<file path="src/rtl/exe_pkg.sv">
// exe_pkg -- shared definitions for the execute stage.
//
// Holds the exec_cmd encodings produced by decode and consumed by the
// ALU, the bit positions of the NZCV flags inside the 4-bit status word,
// and a small classifier that groups commands by how they update flags.
// The decode stage imports this same package so both sides agree on the
// encodings.
//
// Contents:
//   EXE_* command codes      4-bit exec_cmd values
//   FLAG_N/Z/C/V             bit index of each flag in status (N = bit 3)
//   alu_class_e, cmd_class() flag-update class of a command
package exe_pkg;

  // ALU command encodings (exec_cmd).
  localparam logic [3:0] EXE_MOV = 4'b0001;
  localparam logic [3:0] EXE_MVN = 4'b1001;
  localparam logic [3:0] EXE_ADD = 4'b0010;
  localparam logic [3:0] EXE_ADC = 4'b0011;
  localparam logic [3:0] EXE_SUB = 4'b0100;
  localparam logic [3:0] EXE_SBC = 4'b0101;
  localparam logic [3:0] EXE_AND = 4'b0110;
  localparam logic [3:0] EXE_ORR = 4'b0111;
  localparam logic [3:0] EXE_EOR = 4'b1000;

  // Bit positions inside status = {N, Z, C, V}.
  localparam int FLAG_N = 3;
  localparam int FLAG_Z = 2;
  localparam int FLAG_C = 1;
  localparam int FLAG_V = 0;

  // How a command treats the C and V flags.
  //   ALU_CLASS_LOGIC : MOV/MVN/AND/ORR/EOR, C and V pass through
  //   ALU_CLASS_ADD   : ADD/ADC, C = carry-out
  //   ALU_CLASS_SUB   : SUB/SBC, C = NOT borrow
  //   ALU_CLASS_ZERO  : undefined codes, result forced to 0, C/V pass through
  typedef enum logic [1:0] {
    ALU_CLASS_LOGIC = 2'd0,
    ALU_CLASS_ADD   = 2'd1,
    ALU_CLASS_SUB   = 2'd2,
    ALU_CLASS_ZERO  = 2'd3
  } alu_class_e;

  function automatic alu_class_e cmd_class(input logic [3:0] cmd);
    alu_class_e cls;
    case (cmd)
      EXE_MOV, EXE_MVN, EXE_AND, EXE_ORR, EXE_EOR: cls = ALU_CLASS_LOGIC;
      EXE_ADD, EXE_ADC:                            cls = ALU_CLASS_ADD;
      EXE_SUB, EXE_SBC:                            cls = ALU_CLASS_SUB;
      default:                                     cls = ALU_CLASS_ZERO;
    endcase
    return cls;
  endfunction

endpackage

</file>
<file path="src/rtl/exe_stage_alu.sv">
// alu -- purely combinational ALU of the execute stage.
//
// Computes the result selected by exec_cmd together with the next NZCV
// flag set. N and Z always follow the result. C is the carry-out for
// ADD/ADC and NOT borrow for SUB/SBC; every other command passes c_in
// through. V is the signed overflow of ADD/ADC/SUB/SBC when
// EXE_OVERFLOW_EN is defined; otherwise V is the constant 0 and the
// v_in port does not exist.
//
// Ports:
//   exec_cmd  in  4      command (see exe_pkg)
//   val_rn    in  WIDTH  first operand
//   val2      in  WIDTH  second operand
//   c_in      in  1      current C flag (used by ADC/SBC and pass-through)
//   v_in      in  1      current V flag (only with EXE_OVERFLOW_EN)
//   result    out WIDTH  ALU result
//   nzcv      out 4      next flags {N, Z, C, V}
module alu
  import exe_pkg::*;
#(
  parameter int WIDTH = 32
) (
  input  logic [3:0]       exec_cmd,
  input  logic [WIDTH-1:0] val_rn,
  input  logic [WIDTH-1:0] val2,
  input  logic             c_in,
`ifdef EXE_OVERFLOW_EN
  input  logic             v_in,
`endif
  output logic [WIDTH-1:0] result,
  output logic [3:0]       nzcv
);

  alu_class_e       cls;
  logic [WIDTH-1:0] b_op;
  logic             carry_in;
  logic [WIDTH:0]   sum;
  logic             c_new;
  logic             v_new;

  // One shared adder serves all four arithmetic commands. Subtraction is
  // a + ~b + 1, and SBC's "- (1 - C)" folds into a + ~b + C, so the adder
  // carry-out is directly NOT borrow for the sub class.
  always_comb begin
    cls      = cmd_class(exec_cmd);
    b_op     = val2;
    carry_in = 1'b0;
    case (exec_cmd)
      EXE_ADC: carry_in = c_in;
      EXE_SUB: begin
        b_op     = ~val2;
        carry_in = 1'b1;
      end
      EXE_SBC: begin
        b_op     = ~val2;
        carry_in = c_in;
      end
      default: ;
    endcase
  end

  assign sum = {1'b0, val_rn} + {1'b0, b_op} + {{WIDTH{1'b0}}, carry_in};

  always_comb begin
    result = '0;
    case (exec_cmd)
      EXE_MOV:                            result = val2;
      EXE_MVN:                            result = ~val2;
      EXE_ADD, EXE_ADC, EXE_SUB, EXE_SBC: result = sum[WIDTH-1:0];
      EXE_AND:                            result = val_rn & val2;
      EXE_ORR:                            result = val_rn | val2;
      EXE_EOR:                            result = val_rn ^ val2;
      default:                            result = '0;
    endcase
  end

  always_comb begin
    c_new = c_in;
    if (cls == ALU_CLASS_ADD || cls == ALU_CLASS_SUB) begin
      c_new = sum[WIDTH];
    end
  end

`ifdef EXE_OVERFLOW_EN
  // Signed overflow: both adder operands share a sign and the sum's sign
  // differs from it. b_op is already inverted for subtraction.
  always_comb begin
    v_new = v_in;
    if (cls == ALU_CLASS_ADD || cls == ALU_CLASS_SUB) begin
      v_new = (val_rn[WIDTH-1] == b_op[WIDTH-1]) &&
              (sum[WIDTH-1] != val_rn[WIDTH-1]);
    end
  end
`else
  assign v_new = 1'b0;
`endif

  always_comb begin
    nzcv         = 4'b0000;
    nzcv[FLAG_N] = result[WIDTH-1];
    nzcv[FLAG_Z] = (result == '0);
    nzcv[FLAG_C] = c_new;
    nzcv[FLAG_V] = v_new;
  end

endmodule

</file>
<file path="src/rtl/exe_stage.sv">
// exe_stage -- execute stage of the pipeline.
//
// Runs the combinational ALU on the decoded operands, registers the
// result and memory/write-back controls into the EXE/MEM pipeline
// register, keeps the NZCV status register and produces the branch
// decision and target combinationally.
//
// Configuration macro: EXE_OVERFLOW_EN -- when defined the V flag tracks
// signed overflow of add/sub commands; when undefined V is constant 0.
//
// Ports:
//   clk           in   1      rising-edge clock
//   rst           in   1      synchronous active-high reset
//   stall         in   1      hold pipeline register and status
//   flush         in   1      load a bubble into the pipeline register
//   exec_cmd      in   4      ALU command
//   mem_read, mem_write, wb_enable, B, S  in 1 each  decode controls
//   val_rn, val2  in   WIDTH  operands
//   dest          in   4      destination register index
//   pc            in   WIDTH  PC + 4 of this instruction
//   imm24         in   24     branch word offset
//   alu_result_q, st_val_q  out WIDTH  registered result / store data
//   dest_q        out  4      registered destination
//   wb_en_q, mem_r_q, mem_w_q  out 1 each  registered controls
//   status        out  4      {N, Z, C, V}
//   branch_taken  out  1      B & ~flush
//   branch_addr   out  WIDTH  pc + sext(imm24) * 4
module exe_stage
  import exe_pkg::*;
#(
  parameter int WIDTH = 32
) (
  input  logic             clk,
  input  logic             rst,
  input  logic             stall,
  input  logic             flush,
  input  logic [3:0]       exec_cmd,
  input  logic             mem_read,
  input  logic             mem_write,
  input  logic             wb_enable,
  input  logic             B,
  input  logic             S,
  input  logic [WIDTH-1:0] val_rn,
  input  logic [WIDTH-1:0] val2,
  input  logic [3:0]       dest,
  input  logic [WIDTH-1:0] pc,
  input  logic [23:0]      imm24,
  output logic [WIDTH-1:0] alu_result_q,
  output logic [WIDTH-1:0] st_val_q,
  output logic [3:0]       dest_q,
  output logic             wb_en_q,
  output logic             mem_r_q,
  output logic             mem_w_q,
  output logic [3:0]       status,
  output logic             branch_taken,
  output logic [WIDTH-1:0] branch_addr
);

  logic [WIDTH-1:0]  alu_result;
  logic [3:0]        alu_nzcv;
  logic [WIDTH+25:0] offset_ext;

  alu #(.WIDTH(WIDTH)) u_alu (
    .exec_cmd (exec_cmd),
    .val_rn   (val_rn),
    .val2     (val2),
    .c_in     (status[FLAG_C]),
`ifdef EXE_OVERFLOW_EN
    .v_in     (status[FLAG_V]),
`endif
    .result   (alu_result),
    .nzcv     (alu_nzcv)
  );

  // Pipeline control: each edge applies the first of rst, flush, stall,
  // capture. flush wins over stall so a squashed instruction never sits
  // in the register while the pipeline is frozen. Status follows the
  // same order but only loads on a captured instruction with S set; a
  // flush leaves status untouched.
  always_ff @(posedge clk) begin
    if (rst) begin
      alu_result_q <= '0;
      st_val_q     <= '0;
      dest_q       <= '0;
      wb_en_q      <= 1'b0;
      mem_r_q      <= 1'b0;
      mem_w_q      <= 1'b0;
      status       <= 4'b0000;
    end else if (flush) begin
      alu_result_q <= '0;
      st_val_q     <= '0;
      dest_q       <= '0;
      wb_en_q      <= 1'b0;
      mem_r_q      <= 1'b0;
      mem_w_q      <= 1'b0;
    end else if (!stall) begin
      alu_result_q <= alu_result;
      st_val_q     <= val_rn;
      dest_q       <= dest;
      wb_en_q      <= wb_enable;
      mem_r_q      <= mem_read;
      mem_w_q      <= mem_write;
      if (S) begin
        status <= alu_nzcv;
      end
    end
  end

  // Branch target: sign-extend the word offset, scale by 4 and wrap to
  // WIDTH bits. The extension is wide enough for any WIDTH.
  assign offset_ext   = {{WIDTH{imm24[23]}}, imm24, 2'b00};
  assign branch_addr  = pc + offset_ext[WIDTH-1:0];
  assign branch_taken = B & ~flush;

endmodule
</file>
<file path="config.mk">
export PLATFORM = sky130hd
export DESIGN_NAME = exe_stage
export DESIGN_NICKNAME = d
export VERILOG_FILES = /design/src/rtl/exe_pkg.sv /design/src/rtl/exe_stage_alu.sv /design/src/rtl/exe_stage.sv
export SDC_FILE = /design/constraint.sdc
export NUM_CORES = 1
export LEC_CHECK = 0
export BUFFER_PORTS_ARGS = -buffer_cell sky130_fd_sc_hd__buf_2
export CORE_AREA = 3 3 179 181
export CTS_BUF_LIST = sky130_fd_sc_hd__clkbuf_16
export DETAILED_ROUTE_END_ITERATION = 8
export DIE_AREA = 0 0 182 184
export MAX_ROUTING_LAYER = met4
export PLACE_DENSITY = 0.59
export SYNTH_ARGS = -nofsm -noshare
export SYNTH_HDL_FRONTEND = slang
export SYNTH_HIERARCHICAL = 1
export SYNTH_SLANG_ARGS = --single-unit
export TNS_END_PERCENT = 20
</file>
<file path="constraint.sdc">
create_clock -name clk -period 6.3 [get_ports clk]
set_input_delay 0 -clock clk [delete_from_list [all_inputs] [get_ports clk]]
set_output_delay 0 -clock clk [all_outputs]
set_load 0.03 [all_outputs]
</file>
==> metrics.md, run 1 <==
| Metric | Value |
|---|---|
| Setup Buffers After CTS | `0` |
| Worst slew pin tran | `1.15 ns` |
| Main synth FF type | `dfxtp_1` |
| GR Overflow Total | `0` |
| Worst Hold Class | `primary input to output pin` |
| First-pass GRT wire length | `49900 um` |
| First-pass DRT Iterations | `5` |
| Min Tclk post-route | `4.74 ns` |
| Die H | `around 180 um` |
| Final ANT Viol Nets | `0` |
| Fin Hold WS | `0.0000116 ns` |
| R2R depth | `17` |
| Cell Area, Synth | `9170 um2` |
| Num CTS Buffers | `9` |
| Startpoint Class | `primary input` |
| Final core occ | `37.1%` |
| Post-synthesis sequential area ratio | `16.4%` |
| Asr flop ratio synth | `0%` |
| Final period util | `75.3%` |
| Initial antenna violation count | `2` |
| Final TNS setup | `0 ns` |
| Synth Instances | `1171` |
| RSZ-0062 raised after global routing | `no` |
| Worst EP arrival | `5.04 ns` |
| Post-CTS sizing | `0` |
| Fin nets | `1658` |
| Most numerous cell in the Yosys netlist | `nor2_1` |
| Peak supply drop | `0.138 mV` |
| Final HPWL DP | `24800 um` |
| Area leader, netlist | `ha_1` |
| Top cells by area, synth | `ha_1 (17%), dfxtp_1 (16%), mux2i_1 (9.3%)` |
| Largest net degree at the start of global routing | `72` |
| Leak | `between 0.005 and 0.006 uW` |
| CTS clk-pin slew, worst paths | `around 0.070 ns` |
| Post-synth top area share | `16.9%` |
| Endpoints failing setup | `0` |
| Hold-fix buffers, CTS | `37` |
| Max clock buf depth | `2` |
| Worst Path Required | `6.60 ns` |
| Number of synthesized flops with an enable pin | `0` |
| DRC violation total after the first TritonRoute iteration | `about 880` |
| Area grow syn2layout | `23.7%` |
| Total of warnings raised by yosys | `6` |
| Post-Route WL | `32200 um` |
| Starting Density | `30.0%` |
| Proportion of layout cells with a drive suffix above 1 | `21.9%` |
| Peak Freq | `0.211 GHz` |
| Crit path max fanout | `26` |
| Vias after detailed routing | `9466` |
| Crit path cell chain | `buf_2, nor3b_2, buf_4, xnor2_1, ha_1, a2111oi_0, o21ai_0, o21ai_0, a211oi_1, nor2_1, xnor2_1, a2111o_1, a2111oi_2, nand4b_1, nor4_2, mux2i_1, nor2_1` |
| Crit end category | `flop` |
| Hold Path Depth | `0` |
| Final Skew | `around 0.006 ns` |
| Crit path kind | `primary input to flop` |
| Post-synth top cells | `nor2_1 (138), ha_1 (124), mux2i_1 (85), inv_1 (83), xnor2_1 (79)` |
| Pwr dens | `185 nW/um2` |
| CTS tree | `yes` |
| DIE WIDTH | `approximately 180 um` |
| Clk sinks | `75` |
| Core Footprint | `30600 um2` |
| Rel. slew slack | `23.0%` |
| Clock root cell | `clkbuf_16` |
| WL/cell | `17.9 um` |
| Residual DRC | `0` |
| Outcome | `finished clean` |
| Vias in the first global route | `9164` |
| # IOs | `245` |
| Fin. max-slew vios | `0` |
| Max-cap violations | `0` |
| Gr usage total | `roughly a fifth` |
| Worst skew pair latency | `0.36 ns` |
| Unique cell type count in the Yosys netlist | `a little under 90` |
| Port Buf Inserts | `240` |
| Vias per Instance | `5.27` |
| Cell Rows | `64` |
| Placed Area | `between 10000 and 15000 um2` |
| Die area | `33500 um2` |
| Syn nets | `1435` |
| Average size of a mapped cell | `roughly 7.8 um2` |
| Final hold vios | `0` |
| # H-tree levels | `3` |
| Final Total Pwr | `2100 uW` |
| Design Area, Final | `between 10000 and 15000 um2` |
| Placer Congestion | `0.927` |
| Slowest cell on crit path | `nor3b_2` |
| Largest stage delay, worst path | `0.69 ns` |
| #FFs+latches synth | `75` |
layout by cell type (no fill, tap or decap), drive strengths merged, types with 37 or more instances in the layout:
cell	instances
o21ai	59
ha	124
a21oi	81
dfxtp	75
xnor2	79
dlygate4sd3	37
buf	251
nand2	62
mux2i	85
inv	87
nor2	140
logic make-up (layout without fill, tap and decap cells):
| group | Yosys count | count (layout) | share of synthesized area (%) |
|---|---|---|---|
| XOR/XNOR | 100 | 100 | 9.56 |
| buffers and inverters | 159 | 387 | 6.94 |
| adder cells (fa/ha/maj) | 127 | 127 | 17.6 |
| AND/OR/NAND/NOR | 317 | 317 | 16.7 |
| AO/OA/AOI/OAI | 304 | 304 | 23.1 |
| flip-flops | 75 | 75 | 16.4 |
| multiplexers | 88 | 88 | 9.65 |
| other | 1 | 3 | 0.0409 |
layout make-up:
cell class                      count  area [um2]
Clock inverter                      7         106
Tap cell                          396         495
Multi-Input combinational cell    937        7040
Inverter                           83         312
Fill cell                        3246       19200
Antenna cell                        2        5.00
Clock buffer                        9         225
Timing Repair Buffer              288        1660
Sequential cell                    75        1500
flip-flops by register name, summed over array words and instances (netlist names):
| signal | flops |
|---|---|
| alu_result_q | 32 |
| st_val_q | 32 |
| dest_q | 4 |
| status | 4 |
| mem_r_q | 1 |
| mem_w_q | 1 |
| wb_en_q | 1 |
metal layers:
layer | up-vias | share of wire, % | global-route usage, % | routed length (um)
met3 | 34 | 5.3 | 2.28 | 1700
met4 | 0 | 1.9 | 4.36 | 604
met5 | - | 0 | - | 0
li1 | 4624 | - | - | -
met2 | 358 | 47 | 31.7 | 15300
met1 | 4450 | 45 | 24.6 | 14600
where the power goes:
group	internal (uW)	switching, uW	total (uW)
Clock	355	234	588
Sequential	491	10.1	501
Combinational	380	631	1010
Total	1230	875	2100
worst paths after layout:
| path | start | to | slack (ns) |
|---|---|---|---|
| worst max-delay path | exec_cmd[2] | status[2] | 1.56 |
| worst min-delay path | pc[0] | branch_addr[0] | 0.00001 |
| worst max register to register | status[1] | status[2] | 1.92 |
| worst min register to register | st_val_q[25] | st_val_q[25] | 0.49 |
metrics by stage:
| stage | worst slack (ns) | std cells |
|---|---|---|
| 5_1_grt | 1.16 | 1797 |
| 4_1_cts | 1.60 | 1795 |
| 6_report | 1.56 | 1797 |
| 2_1_floorplan | 1.05 | 1171 |
| 3_5_place_dp | 1.27 | 1742 |
| 3_3_place_gp | 1.48 | 1742 |
worst max-delay path, delay by kind of cell:
family / cells / cell delay [ns]
simple gates: 5 / 1.39
xor+xnor: 2 / 0.26
buf+inv: 2 / 0.79
mux: 1 / 0.10
fa+ha+maj: 1 / 0.39
compound gates: 6 / 2.10
Power figures use the tool's default switching activity.
==> run 2: changes to the inputs <==
==> constraint.sdc (replaced) <==
create_clock -name clk -period 4.4 [get_ports clk]
set_input_delay 0 -clock clk [delete_from_list [all_inputs] [get_ports clk]]
set_output_delay 0 -clock clk [all_outputs]
set_load 0.03 [all_outputs]
==> metrics.md, run 2 (synthesized netlist as in run 1, its figures left out) <==
| Metric | Value |
|---|---|
| Worst slew pin tran | `0.910 ns` |
| Rel. slew slack | `39.2%` |
| # IOs | `245` |
| Core Footprint | `30600 um2` |
| # H-tree levels | `3` |
| Largest net degree at the start of global routing | `43` |
| Area grow syn2layout | `26.3%` |
| Final Total Pwr | `2990 uW` |
| Port Buf Inserts | `240` |
| CTS clk-pin slew, worst paths | `0.07 ns` |
| Crit path kind | `flop to flop` |
| Worst Hold Class | `primary input to output pin` |
| Die H | `184 um` |
| Proportion of layout cells with a drive suffix above 1 | `a little under a quarter` |
| Post-CTS sizing | `0` |
| Worst skew pair latency | `0.37 ns` |
| GR met1 Demand/Resource | `24.8%` |
| Layout filler cell count | `about 3200` |
| Starting Density | `30.0%` |
| Worst Path Required | `4.70 ns` |
| Num CTS Buffers | `9` |
| Min Tclk post-route | `4.12 ns` |
| Endpoints failing setup | `0` |
| Residual DRC | `0` |
| Peak supply drop | `0.311 mV` |
| Worst EP arrival | `roughly 4.4 ns` |
| Vias per Instance | `5.16` |
| Final core occ | `37.9%` |
| Pwr dens | `around 260 nW/um2` |
| Outcome | `finished clean` |
| Largest regs | `alu_result_q (32), st_val_q (32)` |
| Vias after detailed routing | `about 9400` |
| Final ANT Viol Nets | `0` |
| Most frequent cells in the layout | `buf_2 (239), nor2_1 (138), ha_1 (124), mux2i_1 (85), inv_1 (83)` |
| Peak Freq | `0.243 GHz` |
| Worst R2R Setup Slack | `0.28 ns` |
| Crit path max fanout | `6` |
| CTS tree | `yes` |
| Commonest non-fill, non-tap cell in the layout | `buf_2` |
| Met3 Resource Use GR | `approximately 2.8%` |
| Fin. max-slew vios | `0` |
| M2 GR Usage | `32.8%` |
| Cell Rows | `64` |
| First-pass GRT wire length | `a little over 50000 um` |
| First-pass DRT Iterations | `5` |
| Initial antenna violation count | `2` |
| Startpoint Class | `flop` |
| Clock root cell | `clkbuf_16` |
| Placer Congestion | `0.965` |
| RSZ-0062 raised after global routing | `no` |
| GR Overflow Total | `0` |
| Die area | `33500 um2` |
| Fin nets | `about 1700` |
| Max-cap violations | `0` |
| Final period util | `93.7%` |
| Max clock buf depth | `2` |
| Final TNS setup | `0 ns` |
| Crit end category | `flop` |
| Vias in the first global route | `9303` |
| Most Used Layer, Global Route | `met2` |
| Gr usage total | `19.7%` |
| DIE WIDTH | `182 um` |
| Final HPWL DP | `25900 um` |
| Final Skew | `0.00994 ns` |
| DRC violation total after the first TritonRoute iteration | `640` |
| Clk sinks | `75` |
| WL/cell | `18.0 um` |
| Post-Route WL | `32900 um` |
| Final hold vios | `0` |
| Leak | `0.00556 uW` |
## run 2: cell types whose count changed in the layout (fill, tap and decap cells not counted), sizes merged
cell,delta
clkinvlp,+1
inv,-3
dlygate4sd3,+1
buf,+27
bufinv,-1
clkinv,+3
## run 2: layout make-up
| cell class | instances | area (um2) | area share (%) |
|---|---|---|---|
| repair buffers | 316 | 1880 | 16.3 |
| inverters | 83 | 312 | 2.69 |
| flip-flops and latches | 75 | 1500 | 13.0 |
| well taps | 396 | 495 | 4.28 |
| clock inverters | 7 | 77.6 | 0.670 |
| clock buffers | 9 | 225 | 1.95 |
| multi-input cells | 937 | 7080 | 61.2 |
| diodes | 2 | 5.00 | 0.0432 |
## run 2: path summary, 6_finish.rpt
| kind | from | to | depth (start not counted) |
|---|---|---|---|
| min | pc[1] | branch_addr[1] | 0 |
| min reg2reg | st_val_q[7] | st_val_q[7] | 2 |
| max reg2reg | status[1] | status[2] | 17 |
| max | status[1] | status[2] | 17 |
## run 2: metrics by stage
stage               hold slack, ns  instance area (um2)  std cells  worst slack [ns]
global placement          0.000354                10900       1769             0.283
floorplan                   0.0667                 9250       1171            0.0921
finish                   0.0000116                11600       1825             0.278
detailed placement        0.000354                10900       1769             0.231
global route             0.0000435                11600       1825           0.00577
CTS                       0.000354                11600       1823             0.296
## run 2: where the power goes
part	switching [uW]	leakage [uW]	total (uW)	internal, uW
Sequential	13.2	0.000610	716	703
Clock	335	0.000146	778	443
Combinational	919	0.00480	1500	579
## run 2: worst max-delay path: stages, from the launching register on
cell and delay, ns:
dfxtp_1 0.45, a21oi_1 0.10, nor2_1 0.15, fa_2 0.22, inv_1 0.05, fa_2 0.34
nand2b_4 0.16, a211o_1 0.35, a211o_4 0.39, a2111oi_4 0.37, o31a_2 0.20, nand3b_1 0.09
a2111o_1 0.31, a2111oi_2 0.22, nand4b_1 0.17, nor4_2 0.25, mux2i_1 0.11, nor2_1 0.13
## run 2: repair_timing
item                      in CTS  in global routing
buffers inserted               0                  0
hold endpoints to repair      41                  0
hold buffers                  38                  0
## run 2: metal layers
layer / vias to the layer above / share of wire [%]
met4: 0 / 2.6
met2: 279 / 47
met5: - / 0
li1: 4688 / -
met1: 4402 / 46
met3: 39 / 4.6
